===== config.mk =====
export PLATFORM = sky130hd
export DESIGN_NAME = instr_fetch
export DESIGN_NICKNAME = d
export VERILOG_FILES = /design/src/rtl/instr_fetch.sv
export SDC_FILE = /design/constraint.sdc
export NUM_CORES = 1
export LEC_CHECK = 0
export ABC_AREA = 1
export CAP_MARGIN = 40
export CELL_PAD_IN_SITES_DETAIL_PLACEMENT = 1
export CELL_PAD_IN_SITES_GLOBAL_PLACEMENT = 2
export CORE_MARGIN = 10
export CORE_UTILIZATION = 30
export CTS_BUF_LIST = sky130_fd_sc_hd__clkbuf_4 sky130_fd_sc_hd__clkbuf_8 sky130_fd_sc_hd__clkbuf_16
export DETAILED_ROUTE_END_ITERATION = 6
export PLACE_DENSITY = 0.9
export SYNTH_ARGS = -nofsm -noshare
export SYNTH_HDL_FRONTEND = slang
export SYNTH_SLANG_ARGS = --single-unit

===== constraint.sdc =====
create_clock -name clk_i -period 4.6 [get_ports clk_i]
set_input_delay 1.38 -clock clk_i [delete_from_list [all_inputs] [get_ports clk_i]]
set_output_delay 1.38 -clock clk_i [all_outputs]
set_load 0.005 [all_outputs]

===== src/rtl/instr_fetch.sv =====
// Instruction fetch unit: issues word reads, tracks up to two in-flight responses and
// buffers them in a 2-entry prefetch FIFO. Define INSTR_FETCH_BYPASS_EN for 0-cycle response bypass.
module instr_fetch #(
  parameter logic [31:0] RESET_PC   = 32'h0000_0000,
  parameter int          FIFO_DEPTH = 2
) (
  input  logic        clk_i,
  input  logic        rst_i,
  output logic        mem_req_o,
  output logic [31:0] mem_addr_o,
  input  logic        mem_gnt_i,
  input  logic        mem_rvalid_i,
  input  logic [31:0] mem_rdata_i,
  input  logic        redirect_i,
  input  logic [31:0] redirect_pc_i,
  output logic        instr_valid_o,
  output logic [31:0] instr_o,
  output logic [31:0] instr_pc_o,
  input  logic        instr_ready_i
);

  localparam logic [2:0] DEPTH_C = 3'(FIFO_DEPTH);

  logic [31:0] pc_r, pc_nxt_s;
  logic [1:0]  os_r, os_nxt_s;
  logic [1:0]  disc_r, disc_nxt_s;
  logic [1:0]  cnt_r, cnt_nxt_s, cnt_after_s;
  logic [31:0] head_data_r, head_data_nxt_s, head_pc_r, head_pc_nxt_s;
  logic [31:0] tail_data_r, tail_data_nxt_s, tail_pc_r, tail_pc_nxt_s;
  logic [31:0] iq0_r, iq0_nxt_s, iq1_r, iq1_nxt_s;
  logic [1:0]  iq_base_s;

  logic        grant_s, pop_s, drop_s, good_s, byp_s, push_s;
  logic [2:0]  inflight_s, occ_s, flush_disc_s;
  logic        unused_s;

  assign unused_s = ^redirect_pc_i[1:0];

  assign grant_s    = mem_req_o & mem_gnt_i;
  assign inflight_s = {1'b0, os_r} + {1'b0, disc_r};
  assign pop_s      = (cnt_r != 2'd0) & instr_ready_i;
  assign drop_s     = mem_rvalid_i & ((disc_r != 2'd0) | redirect_i);
  assign good_s     = mem_rvalid_i & ~drop_s;

`ifdef INSTR_FETCH_BYPASS_EN
  assign byp_s = good_s & (cnt_r == 2'd0);
`else
  assign byp_s = 1'b0;
`endif

  assign push_s = good_s & ~(byp_s & instr_ready_i);

  // An entry popped this cycle frees its slot before any new response can land.
  assign occ_s     = inflight_s + {1'b0, cnt_r} - {2'b00, pop_s};
  assign mem_req_o  = ~rst_i & (occ_s < DEPTH_C);
  assign mem_addr_o = pc_r;

  // Everything still in flight after this cycle (including a same-cycle grant) must be dropped.
  assign flush_disc_s = inflight_s + {2'b00, grant_s}
                      - {2'b00, mem_rvalid_i & (inflight_s != 3'd0)};

`ifdef INSTR_FETCH_BYPASS_EN
  assign instr_valid_o = (cnt_r != 2'd0) | byp_s;
  assign instr_o       = byp_s ? mem_rdata_i : head_data_r;
  assign instr_pc_o    = byp_s ? iq0_r : head_pc_r;
`else
  assign instr_valid_o = (cnt_r != 2'd0);
  assign instr_o       = head_data_r;
  assign instr_pc_o    = head_pc_r;
`endif

  // Next-state for fetch PC, in-flight bookkeeping, issue-PC queue and prefetch FIFO
  always_comb begin
    pc_nxt_s        = pc_r;
    os_nxt_s        = os_r;
    disc_nxt_s      = disc_r;
    cnt_nxt_s       = cnt_r;
    cnt_after_s     = cnt_r;
    iq_base_s       = os_r;
    iq0_nxt_s       = iq0_r;
    iq1_nxt_s       = iq1_r;
    head_data_nxt_s = head_data_r;
    head_pc_nxt_s   = head_pc_r;
    tail_data_nxt_s = tail_data_r;
    tail_pc_nxt_s   = tail_pc_r;

    if (redirect_i) begin
      pc_nxt_s   = {redirect_pc_i[31:2], 2'b00};
      os_nxt_s   = 2'd0;
      disc_nxt_s = flush_disc_s[1:0];
      cnt_nxt_s  = 2'd0;
    end else begin
      if (grant_s) begin
        pc_nxt_s = pc_r + 32'd4;
      end else begin
        pc_nxt_s = pc_r;
      end

      if (drop_s) begin
        disc_nxt_s = disc_r - 2'd1;
      end else begin
        disc_nxt_s = disc_r;
      end

      // Issue-PC queue: a good response retires the head, a grant appends at the tail.
      iq_base_s = os_r - {1'b0, good_s};
      if (good_s) begin
        iq0_nxt_s = iq1_r;
      end else begin
        iq0_nxt_s = iq0_r;
      end
      if (grant_s) begin
        if (iq_base_s == 2'd0) begin
          iq0_nxt_s = pc_r;
        end else begin
          iq1_nxt_s = pc_r;
        end
      end else begin
        iq1_nxt_s = iq1_r;
      end
      os_nxt_s = iq_base_s + {1'b0, grant_s};

      if (pop_s) begin
        head_data_nxt_s = tail_data_r;
        head_pc_nxt_s   = tail_pc_r;
        cnt_after_s     = cnt_r - 2'd1;
      end else begin
        cnt_after_s     = cnt_r;
      end
      if (push_s) begin
        if (cnt_after_s == 2'd0) begin
          head_data_nxt_s = mem_rdata_i;
          head_pc_nxt_s   = iq0_r;
        end else begin
          tail_data_nxt_s = mem_rdata_i;
          tail_pc_nxt_s   = iq0_r;
        end
        cnt_nxt_s = cnt_after_s + 2'd1;
      end else begin
        cnt_nxt_s = cnt_after_s;
      end
    end
  end

  // State registers; reset abandons in-flight reads by moving them to the discard count
  always_ff @(posedge clk_i) begin
    if (rst_i) begin
      pc_r        <= RESET_PC;
      os_r        <= 2'd0;
      disc_r      <= flush_disc_s[1:0];
      cnt_r       <= 2'd0;
      iq0_r       <= 32'h0000_0000;
      iq1_r       <= 32'h0000_0000;
      head_data_r <= 32'h0000_0000;
      head_pc_r   <= 32'h0000_0000;
      tail_data_r <= 32'h0000_0000;
      tail_pc_r   <= 32'h0000_0000;
    end else begin
      pc_r        <= pc_nxt_s;
      os_r        <= os_nxt_s;
      disc_r      <= disc_nxt_s;
      cnt_r       <= cnt_nxt_s;
      iq0_r       <= iq0_nxt_s;
      iq1_r       <= iq1_nxt_s;
      head_data_r <= head_data_nxt_s;
      head_pc_r   <= head_pc_nxt_s;
      tail_data_r <= tail_data_nxt_s;
      tail_pc_r   <= tail_pc_nxt_s;
    end
  end

endmodule


==> reports/qor.csv, run 1 <==
stage,metric,value,unit
global_routing,grt_busiest_layer,met2,
synth,synth_xor_area_share,0.641,%
timing,min_period,4440,ps
global_routing,antenna_found_initial,0,
synth,yosysUniqueCellTypes,33,
die,die_width,211,microns
synth,ys_top_cells_by_count,"nand2_1 (357), nor2_1 (233), dfxtp_1 (224), o21ai_0 (177), inv_1 (165)",
setup_path,cp.depth,11,
synth,async_flop_share,0,%
setup_path,crit_chain,clkdlybuf4s50_1 -> nand2_2 -> clkinv_2 -> nor2_1 -> o21ai_1 -> fa_2 -> inv_1 -> nor2_4 -> nand3_1 -> inv_1 -> clkbuf_2,
synth,synth.top_cell.area_share,41.0,%
synth,synth-compound-area-share,21.7,%
clock_tree,cts_sinks,226,
placed_design,gp_congestion,0.895,
route,drt-pass1-iter-count,5,
min_path,hold_path.class,register to register,
die,core,35700,sq um
placed_design,port_buffers,163,
setup_path,worstReg2RegStart,disc_r[0],
placed_design,pre_cts_ws,-307,ps
route,ant_nets,0,
global_routing,grt_use_total,16.6,%
setup_path,cp-start-kind,primary input,
setup_path,critPathSlowestCell,fa_2,
timing,slew_viol_final,0,
finish,area_growth,26.2,%
synth,yosys.cell_count.top_type,nand2_1,
synth,synth.avg_cell_area,6.79,sq um
setup_path,rrSetupSlack,920,ps
clock_tree,cts_htree_levels,1,
synth,synthMuxAreaShare,0,%
setup_path,slowest_delay,520,ps
finish,final_cells,2205,
global_routing,grtUsageMet2,26.2,%
timing,worst_pin_slew,818,ps
synth,synth_area_leaders,"dfxtp_1 (41%), nand2_1 (12%), o21ai_0 (8.1%), nor2_1 (8.0%), inv_1 (5.7%)",
setup_path,startpoint,instr_ready_i,
timing,setup_viol_count_final,0,
timing,hold_viol,0,
route,drc_errors,0,
pwr,p_total,5.73,mW
synth,ys_warn_count,0,
global_routing,grt_overflow_total,0,
finish,n_antenna_cell,0,
route,drt_wl_total,37800,microns
pwr,power_density,415,nW/um^2
synth,synth_edf_count,2,
global_routing,gr-usage-met1,22.7,%
die,dieArea,44500,sq um
timing,rsz0062_at_grt,false,
clock_tree,numCtsBuffers,27,
pwr,vdd.ir_drop.worst,222,uV
setup_path,crit_path_frequent_cell,inv_1,
clock_tree,clk_latency,550,ps
placed_design,dp.cells,2157,
route,drt_iter0_drc,432,
global_routing,grtUsageMet3,3.20,%
flow_run,cap_violations,0,
timing,fmax,225,MHz
route,wl_per_cell,17.1,microns
global_routing,grt_pass1_wl,60900,microns
synth,synthCells,1609,
setup_path,cp_max_fo,3,
die,io_pins,168,
timing,maxSlewHeadroom,45.4,%
setup_path,cp.required,3220,ps
timing,fin_tns_setup,0,ps
synth,synth_top_family_by_area,simple AND/OR/NAND/NOR gates,
route,viasPerCell,4.92,
pwr,leakage,5.00,nW
timing,layout_setup_ws,156,ps
setup_path,crit_arrival,3060,ps
die,die_h,211,microns
synth,syn_area,10900,sq um
finish,drive_above_1_share,5.79,%
setup_path,endpoint_kind,primary output,
synth,synth-seq-cells,226,
finish,postLayoutCellArea,13800,sq um
die,rows,69,
synth,synth_area_leader_cell,dfxtp_1,
timing,period_share,96.6,%
setup_path,endpoint,mem_req_o,
setup_path,reg2reg_depth,13,
outcome,status,"complete, no violations",
synth,synth_simple_gate_area_share,24.0,%
global_routing,grt_pass1_vias,11129,
synth,ys_seq_area_share,41.6,%
setup_path,cp.buffers_inverters,5,
global_routing,grt_max_degree,67,
clock_tree,cts_tree,yes,
clock_tree,cts_setup_buffers,0,
clock_tree,clockBufferDepth,3,
placed_design,post_dp_cell_area,12900,sq um
clock_tree,clkSlewWorstSetupHoldPaths,60,ps
synth,ys.flop_type,dfxtp_1,
die,start_util,30.6,%
timing,skew,22.9,ps
setup_path,reg2reg_to,mem_addr_o[12],
setup_path,cpLargestDelayFamily,buffers and inverters,
route,vias,10848,
synth,synthAdderAreaFrac,1.28,%
placed_design,dp_hpwl,26700,microns
min_path,hold_path.startpoint,iq0_r[1],
clock_tree,cts-root-buf,clkbuf_16,
setup_path,critPathKind,primary input to primary output,
finish,num-nets-final,1805,
## layout by cell type, fill, tap and decap left out, types with 2 or more instances in the layout
cell type,synthesis,routed
o22ai_1,65,65
o211ai_1,64,64
edfxtp_1,2,2
nor2_4,1,2
nand4_1,2,2
inv_1,165,163
xor2_1,7,7
o21ai_0,177,176
clkinv_1,3,2
clkbuf_16,0,27
a21oi_1,53,53
nor2_1,233,230
buf_12,0,5
ha_1,8,8
inv_2,3,5
buf_4,10,25
dfxtp_1,224,224
o21ai_1,66,67
nand3_1,57,57
clkinv_2,0,4
nand2_1,357,356
nand2_2,3,3
clkbuf_8,0,8
conb_1,1,2
clkdlybuf4s50_1,0,162
clkbuf_4,0,8
nor2_2,3,5
## metrics by stage
stage	utilization [%]	hold WS, ps
final	38.6	465
after global routing	38.6	486
after CTS	38.6	466
after detailed placement	36.1	456
after global placement	36.1	452
after floorplan	-	435
## cell type report
cell class	instances	area [sq um]
inverters	172	649
clock inverters	5	31.3
well taps	461	577
fillers	4490	22000
flip-flops and latches	226	4540
clock buffers	43	846
multi-input cells	1105	5230
repair buffers	193	1910
## worst min-delay path by stage
stage / slack, ps / endpoint / cells past startpoint
4_1_cts: 470 / iq0_r[1] / 2
2_1_floorplan: 430 / iq0_r[0] / 2
3_5_place_dp: 460 / iq0_r[1] / 2
5_1_grt: 490 / iq0_r[28] / 2
3_3_place_gp: 450 / iq0_r[1] / 2
6_report: 470 / iq0_r[1] / 2
## logic make-up (layout without fill, tap and decap cells)
logic type	Yosys count	in the layout
AOI/OAI and AO/OA	425	425
xor gates and xnor gates	8	8
adders and majority gates	10	10
buffers and inverters	279	413
DFF	226	226
other	1	2
and+or+nand+nor	660	660
## per-layer routing
layer / vias to the layer above / wire length [microns]
met2: 205 / 16200
met4: 0 / 659
met5: - / 0
li1: 5483 / -
met1: 5114 / 19000
met3: 46 / 1920
## registers in the layout (all words and copies together) (netlist names)
name         count
disc_r           2
os_r             2
mem_addr_o      30
tail_data_r     32
cnt_r            2
instr_o         32
tail_pc_r       32
iq1_r           30
instr_pc_o      32
iq0_r           32
## timing repair
| action | CTS | global route |
|---|---|---|
| endpoints found under the hold margin | 0 | 0 |
| pin swaps | 1 | 3 |
| hold buffers | 0 | 0 |
| endpoints found under the setup margin | 1 | 1 |
| gates resized for setup | 4 | 3 |
## worst reg2reg max path: cells and delay by family, from the launching register on
kind | cells | cell delay, ps
compound gates | 1 | 70
flops | 1 | 410
simple gates | 4 | 950
fa+ha+maj | 4 | 1570
buf+inv | 4 | 560
## where the power goes
group          leakage [nW]  internal [mW]  switching (mW)  total (mW)
Clock                 0.443           1.25           0.856        2.11
Sequential             1.84           2.13           0.130        2.26
Combinational          2.72          0.562           0.797        1.36
Total                  5.00           3.94            1.78        5.73
Note: power is estimated with default switching activity, not from simulation.
==> run 2: changes to the inputs <==
--- a/config.mk
+++ b/config.mk
@@ -9,7 +9,7 @@
 export CAP_MARGIN = 40
 export CELL_PAD_IN_SITES_DETAIL_PLACEMENT = 1
 export CELL_PAD_IN_SITES_GLOBAL_PLACEMENT = 2
-export CORE_MARGIN = 10
+export CORE_MARGIN = 4
 export CORE_UTILIZATION = 30
 export CTS_BUF_LIST = sky130_fd_sc_hd__clkbuf_4 sky130_fd_sc_hd__clkbuf_8 sky130_fd_sc_hd__clkbuf_16
 export DETAILED_ROUTE_END_ITERATION = 6
==> run 2 against run 1 <==
Die area decreased by 11%. First-iteration DRC count increased by 5.3%. Clock skew is 6.3 ps lower. Combinational power about the same. Final cell count fell by 0.14%. Largest cell class unchanged. Highest routed layer unchanged.
==> reports/qor.csv, run 2 (synthesized netlist as in run 1, its figures left out) <==
stage,metric,value,unit
outcome,status,"complete, no violations",
setup_path,cp.required,3220,ps
clock_tree,clockBufferDepth,3,
global_routing,antenna_found_initial,0,
route,drt-pass1-iter-count,4,
timing,min_period,4450,ps
placed_design,post_dp_cell_area,13000,sq um
finish,n_antenna_cell,0,
die,core,35700,sq um
global_routing,grt_pass1_wl,58300,microns
die,die_h,199,microns
pwr,power_density,411,nW/um^2
clock_tree,cts-root-buf,clkbuf_16,
placed_design,pre_cts_ws,-300,ps
finish,num-nets-final,1806,
die,rows,69,
timing,period_share,96.8,%
setup_path,crit_chain,ha_1 -> inv_1 -> fa_1 -> ha_1 -> fa_2 -> inv_1 -> nor2_4 -> nand3_2 -> inv_1 -> dlygate4sd2_1,
global_routing,grt_max_degree,73,
clock_tree,clkSlewWorstSetupHoldPaths,60,ps
finish,layout_common_cells,"nand2_1 (356), nor2_1 (229), dfxtp_1 (224), o21ai_0 (176), inv_1 (163)",
die,start_util,30.6,%
timing,fmax,225,MHz
setup_path,slowest_delay,570,ps
clock_tree,cts_htree_levels,1,
setup_path,cp.buffers_inverters,4,
placed_design,port_buffers,163,
route,drc_errors,0,
setup_path,crit_arrival,3070,ps
die,io_pins,168,
setup_path,crit_path_frequent_cell,inv_1,
clock_tree,cts_sinks,226,
global_routing,grt_pass1_vias,10961,
die,die_width,199,microns
clock_tree,clk_latency,530,ps
timing,layout_setup_ws,148,ps
setup_path,cp_max_fo,3,
route,drt_wl_total,36400,microns
setup_path,critPathKind,register to primary output,
timing,hold_viol,0,
setup_path,cp-start-kind,register,
route,ant_nets,0,
pwr,leakage,5.01,nW
finish,postLayoutCellArea,13800,sq um
route,viasPerCell,4.92,
clock_tree,cts_tree,yes,
global_routing,grt_use_total,17.9,%
clock_tree,numCtsBuffers,26,
setup_path,endpoint_kind,primary output,
placed_design,gp_congestion,0.839,
finish,mostFrequentLayoutCell,nand2_1,
placed_design,dp_hpwl,25700,microns
pwr,vdd.ir_drop.worst,248,uV
route,vias,10833,
global_routing,grt_overflow_total,0,
timing,maxSlewHeadroom,52.0,%
route,drt_iter0_drc,455,
route,wl_per_cell,16.5,microns
min_path,hold_path.class,register to register,
clock_tree,holdBufCountCts,0,
timing,worst_pin_slew,720,ps
die,dieArea,39500,sq um
timing,skew,16.6,ps
finish,drive_above_1_share,5.74,%
setup_path,cpLargestDelayFamily,adder cells,
timing,slew_viol_final,0,
finish,area_growth,26.6,%
setup_path,critPathSlowestCell,fa_2,
timing,rsz0062_at_grt,false,
flow_run,cap_violations,0,
timing,setup_viol_count_final,0,
==> run 2: final cells by class <==
cell class	instances	area (sq um)
Timing Repair Buffer	195	1970
Tap cell	461	577
Fill cell	4501	21900
Inverter	172	651
Sequential cell	226	4540
Clock buffer	41	825
Multi-Input combinational cell	1105	5250
Clock inverter	2	10.0
==> run 2: timing repair <==
item,4_1_cts,5_1_grt
cloned,0,0
endpoints found under the setup margin,1,1
hold endpoints to repair,0,0
pin swaps,1,2
setup buffers,0,1
gates resized for setup,5,7
==> run 2: path summary, 6_finish.rpt <==
kind / endpoint / cells past startpoint / slack, ps / start
setup / recovery: mem_req_o / 10 / 150 / disc_r[0]
hold / removal: iq0_r[0] / 2 / 470 / iq0_r[0]
setup reg to reg: iq1_r[7] / 15 / 900 / disc_r[0]
hold reg to reg: iq0_r[0] / 2 / 470 / iq0_r[0]
==> run 2: metal layers <==
| layer | up-vias | global-route usage [%] | wire, microns |
|---|---|---|---|
| met2 | 184 | 28.4 | 15800 |
| met4 | 0 | 3.95 | 665 |
| li1 | 5482 | - | - |
| met1 | 5131 | 26.1 | 18700 |
| met5 | - | 0 | 0 |
| met3 | 36 | 2.07 | 1230 |
==> run 2: report_power, final <==
| group | internal, mW | switching (mW) |
|---|---|---|
| Combinational | 0.579 | 0.805 |
| Sequential | 2.13 | 0.132 |
| Clock | 1.22 | 0.823 |
| Total | 3.92 | 1.76 |
==> run 2: worst register-to-register path, stage by stage, from the launching register on <==
cell and delay (ps):
edfxtp_1 410, ha_1 200, inv_1 60, fa_1 470, ha_1 330, fa_2 570
inv_1 60, nor2_4 90, buf_4 120, nand4_2 100, buf_4 240, nor2_8 130
nand2_2 170, inv_2 460, nor2_1 100, nor2_1 130
==> run 2: stage by stage <==
stage	std cells	power [mW]	utilization (%)	hold WS, ps	setup TNS [ps]
3_5_place_dp	2158	3.68	36.2	465	-300
5_1_grt	2202	6.03	38.7	498	0
4_1_cts	2201	5.74	38.6	474	0
6_report	2202	5.68	38.7	471	0
3_3_place_gp	2158	3.62	36.2	452	-272
2_1_floorplan	1610	3.13	-	435	0
==> run 3: changes to the inputs <==
--- a/config.mk
+++ b/config.mk
@@ -13,7 +13,7 @@
 export CORE_UTILIZATION = 30
 export CTS_BUF_LIST = sky130_fd_sc_hd__clkbuf_4 sky130_fd_sc_hd__clkbuf_8 sky130_fd_sc_hd__clkbuf_16
 export DETAILED_ROUTE_END_ITERATION = 6
-export PLACE_DENSITY = 0.9
+export PLACE_DENSITY_LB_ADDON = 0.1
 export SYNTH_ARGS = -nofsm -noshare
 export SYNTH_HDL_FRONTEND = slang
 export SYNTH_SLANG_ARGS = --single-unit
==> run 3 against run 2 <==
Utilization is 0.42 points higher. Non-clock buffer count is 1 lower. Power is 3.7% higher. Via count is 1.6% lower. Register-to-register slack better by 110 ps. Design area is 1.1% higher. Clock power is 11% higher. Die area stayed put. Maximum frequency is 0.44% higher. Setup slack better by 19 ps. Wire length is 0.55% higher. Highest routed layer unchanged.
==> reports/qor.csv, run 3 (synthesized netlist as in run 1, its figures left out) <==
stage,metric,value,unit
finish,multi_input_area,5250,sq um
global_routing,grt_max_degree,72,
timing,fmax,226,MHz
clock_tree,clk_latency,530,ps
finish,area_growth,27.9,%
placed_design,post_dp_cell_area,13000,sq um
timing,rsz0062_at_grt,false,
finish,final_cells,2210,
setup_path,endpoint_kind,primary output,
placed_design,dp.cells,2157,
timing,hold_viol,0,
min_path,hold_path.startpoint,iq0_r[1],
clock_tree,cts-root-buf,clkbuf_16,
min_path,hold_path.class,register to register,
setup_path,cp_max_fo,3,
pwr,p_total,5.90,mW
clock_tree,cts_tree,yes,
route,drt-pass1-iter-count,7,
setup_path,cp.required,3220,ps
clock_tree,numCtsBuffers,28,
clock_tree,clockBufferDepth,3,
timing,min_period,4430,ps
setup_path,crit_arrival,3050,ps
timing,period_share,96.4,%
die,die_h,199,microns
placed_design,port_buffers,163,
setup_path,reg2reg_depth,14,
pwr,power_density,422,nW/um^2
setup_path,critPathKind,primary input to primary output,
setup_path,cp-start-kind,primary input,
clock_tree,clkSlewWorstSetupHoldPaths,60,ps
timing,setup_viol_count_final,0,
setup_path,startpoint,instr_ready_i,
finish,mostFrequentLayoutCell,nand2_1,
die,die_width,199,microns
pwr,leakage,5.08,nW
timing,maxSlewHeadroom,55.2,%
min_path,min_delay_path_depth,2,
timing,worst_pin_slew,672,ps
route,drt_wl_total,36600,microns
flow_run,cap_violations,0,
route,ant_nets,0,
finish,utilization,39.1,%
finish,n_antenna_cell,0,
global_routing,grt_use_total,18.3,%
clock_tree,holdBufCountCts,0,
route,drc_errors,0,
global_routing,grt_pass1_wl,59300,microns
timing,slew_viol_final,0,
route,viasPerCell,4.82,
clock_tree,cts_htree_levels,1,
finish,layout_common_cells,"nand2_1 (356), nor2_1 (229), dfxtp_1 (224), o21ai_0 (176), inv_1 (163)",
die,start_util,30.6,%
placed_design,gp_congestion,0.818,
finish,nFillCells,4496,
route,vias,10657,
timing,skew,9.88,ps
global_routing,grt_pass1_vias,10761,
die,rows,69,
die,core,35700,sq um
finish,drive_above_1_share,6.23,%
global_routing,grt_overflow_total,0,
clock_tree,cts_sinks,226,
placed_design,dp_hpwl,25500,microns
pwr,vdd.ir_drop.worst,214,uV
global_routing,antenna_found_initial,0,
outcome,status,"complete, no violations",
route,wl_per_cell,16.6,microns
die,dieArea,39500,sq um
finish,seqCellArea,4540,sq um
die,io_pins,168,
finish,num-nets-final,1807,
route,drt_iter0_drc,385,
setup_path,worstReg2RegStart,disc_r[0],
finish,postLayoutCellArea,14000,sq um
timing,fin_tns_setup,0,ps
[run 3: layout make-up]
class	count	share of cell area, %
Multi-Input combinational cell	1105	37.5
Sequential cell	226	32.5
Timing Repair Buffer	194	14.2
Clock buffer	46	6.59
Inverter	172	4.65
Tap cell	461	4.13
Clock inverter	6	0.412
[run 3: path summary, 6_finish.rpt]
path,end,slack [ps]
setup / recovery,mem_req_o,170
hold / removal,iq0_r[1],470
setup reg to reg,iq1_r[19],1010
hold reg to reg,iq0_r[1],470
[run 3: what timing repair did]
| item | 4_1_cts | 5_1_grt |
|---|---|---|
| setup buffers | 1 | 0 |
| cloned | 0 | 0 |
| endpoints found under the setup margin | 1 | 1 |
| pin swaps | 4 | 2 |
| gates resized for setup | 7 | 5 |
[run 3: worst max-delay path: stages]
cell and delay (ps):
clkdlybuf4s50_1 470, nand2_2 100, nor2_4 100, o21ai_1 80
fa_2 520, inv_1 60, nor2_4 90, nand3_2 90
inv_1 60, clkbuf_2 100
[run 3: metrics by stage]
step	setup WS, ps	hold slack, ps
after floorplan	309	435
after global placement	-266	455
after detailed placement	-299	459
after CTS	22.8	469
after global routing	52.4	490
final	168	467
[run 3: where the power goes]
part           switching, mW  internal (mW)
Clock                  0.855           1.42
Sequential             0.127           2.13
Combinational          0.799          0.569
Total                   1.78           4.12
[run 3: per-layer routing]
| layer | up-vias | wire, microns | track usage [%] |
|---|---|---|---|
| met5 | - | 0 | 0 |
| met4 | 0 | 504 | 3.29 |
| li1 | 5479 | - | - |
| met1 | 4972 | 18900 | 27.1 |
| met2 | 171 | 15900 | 29.1 |
| met3 | 35 | 1270 | 2.13 |
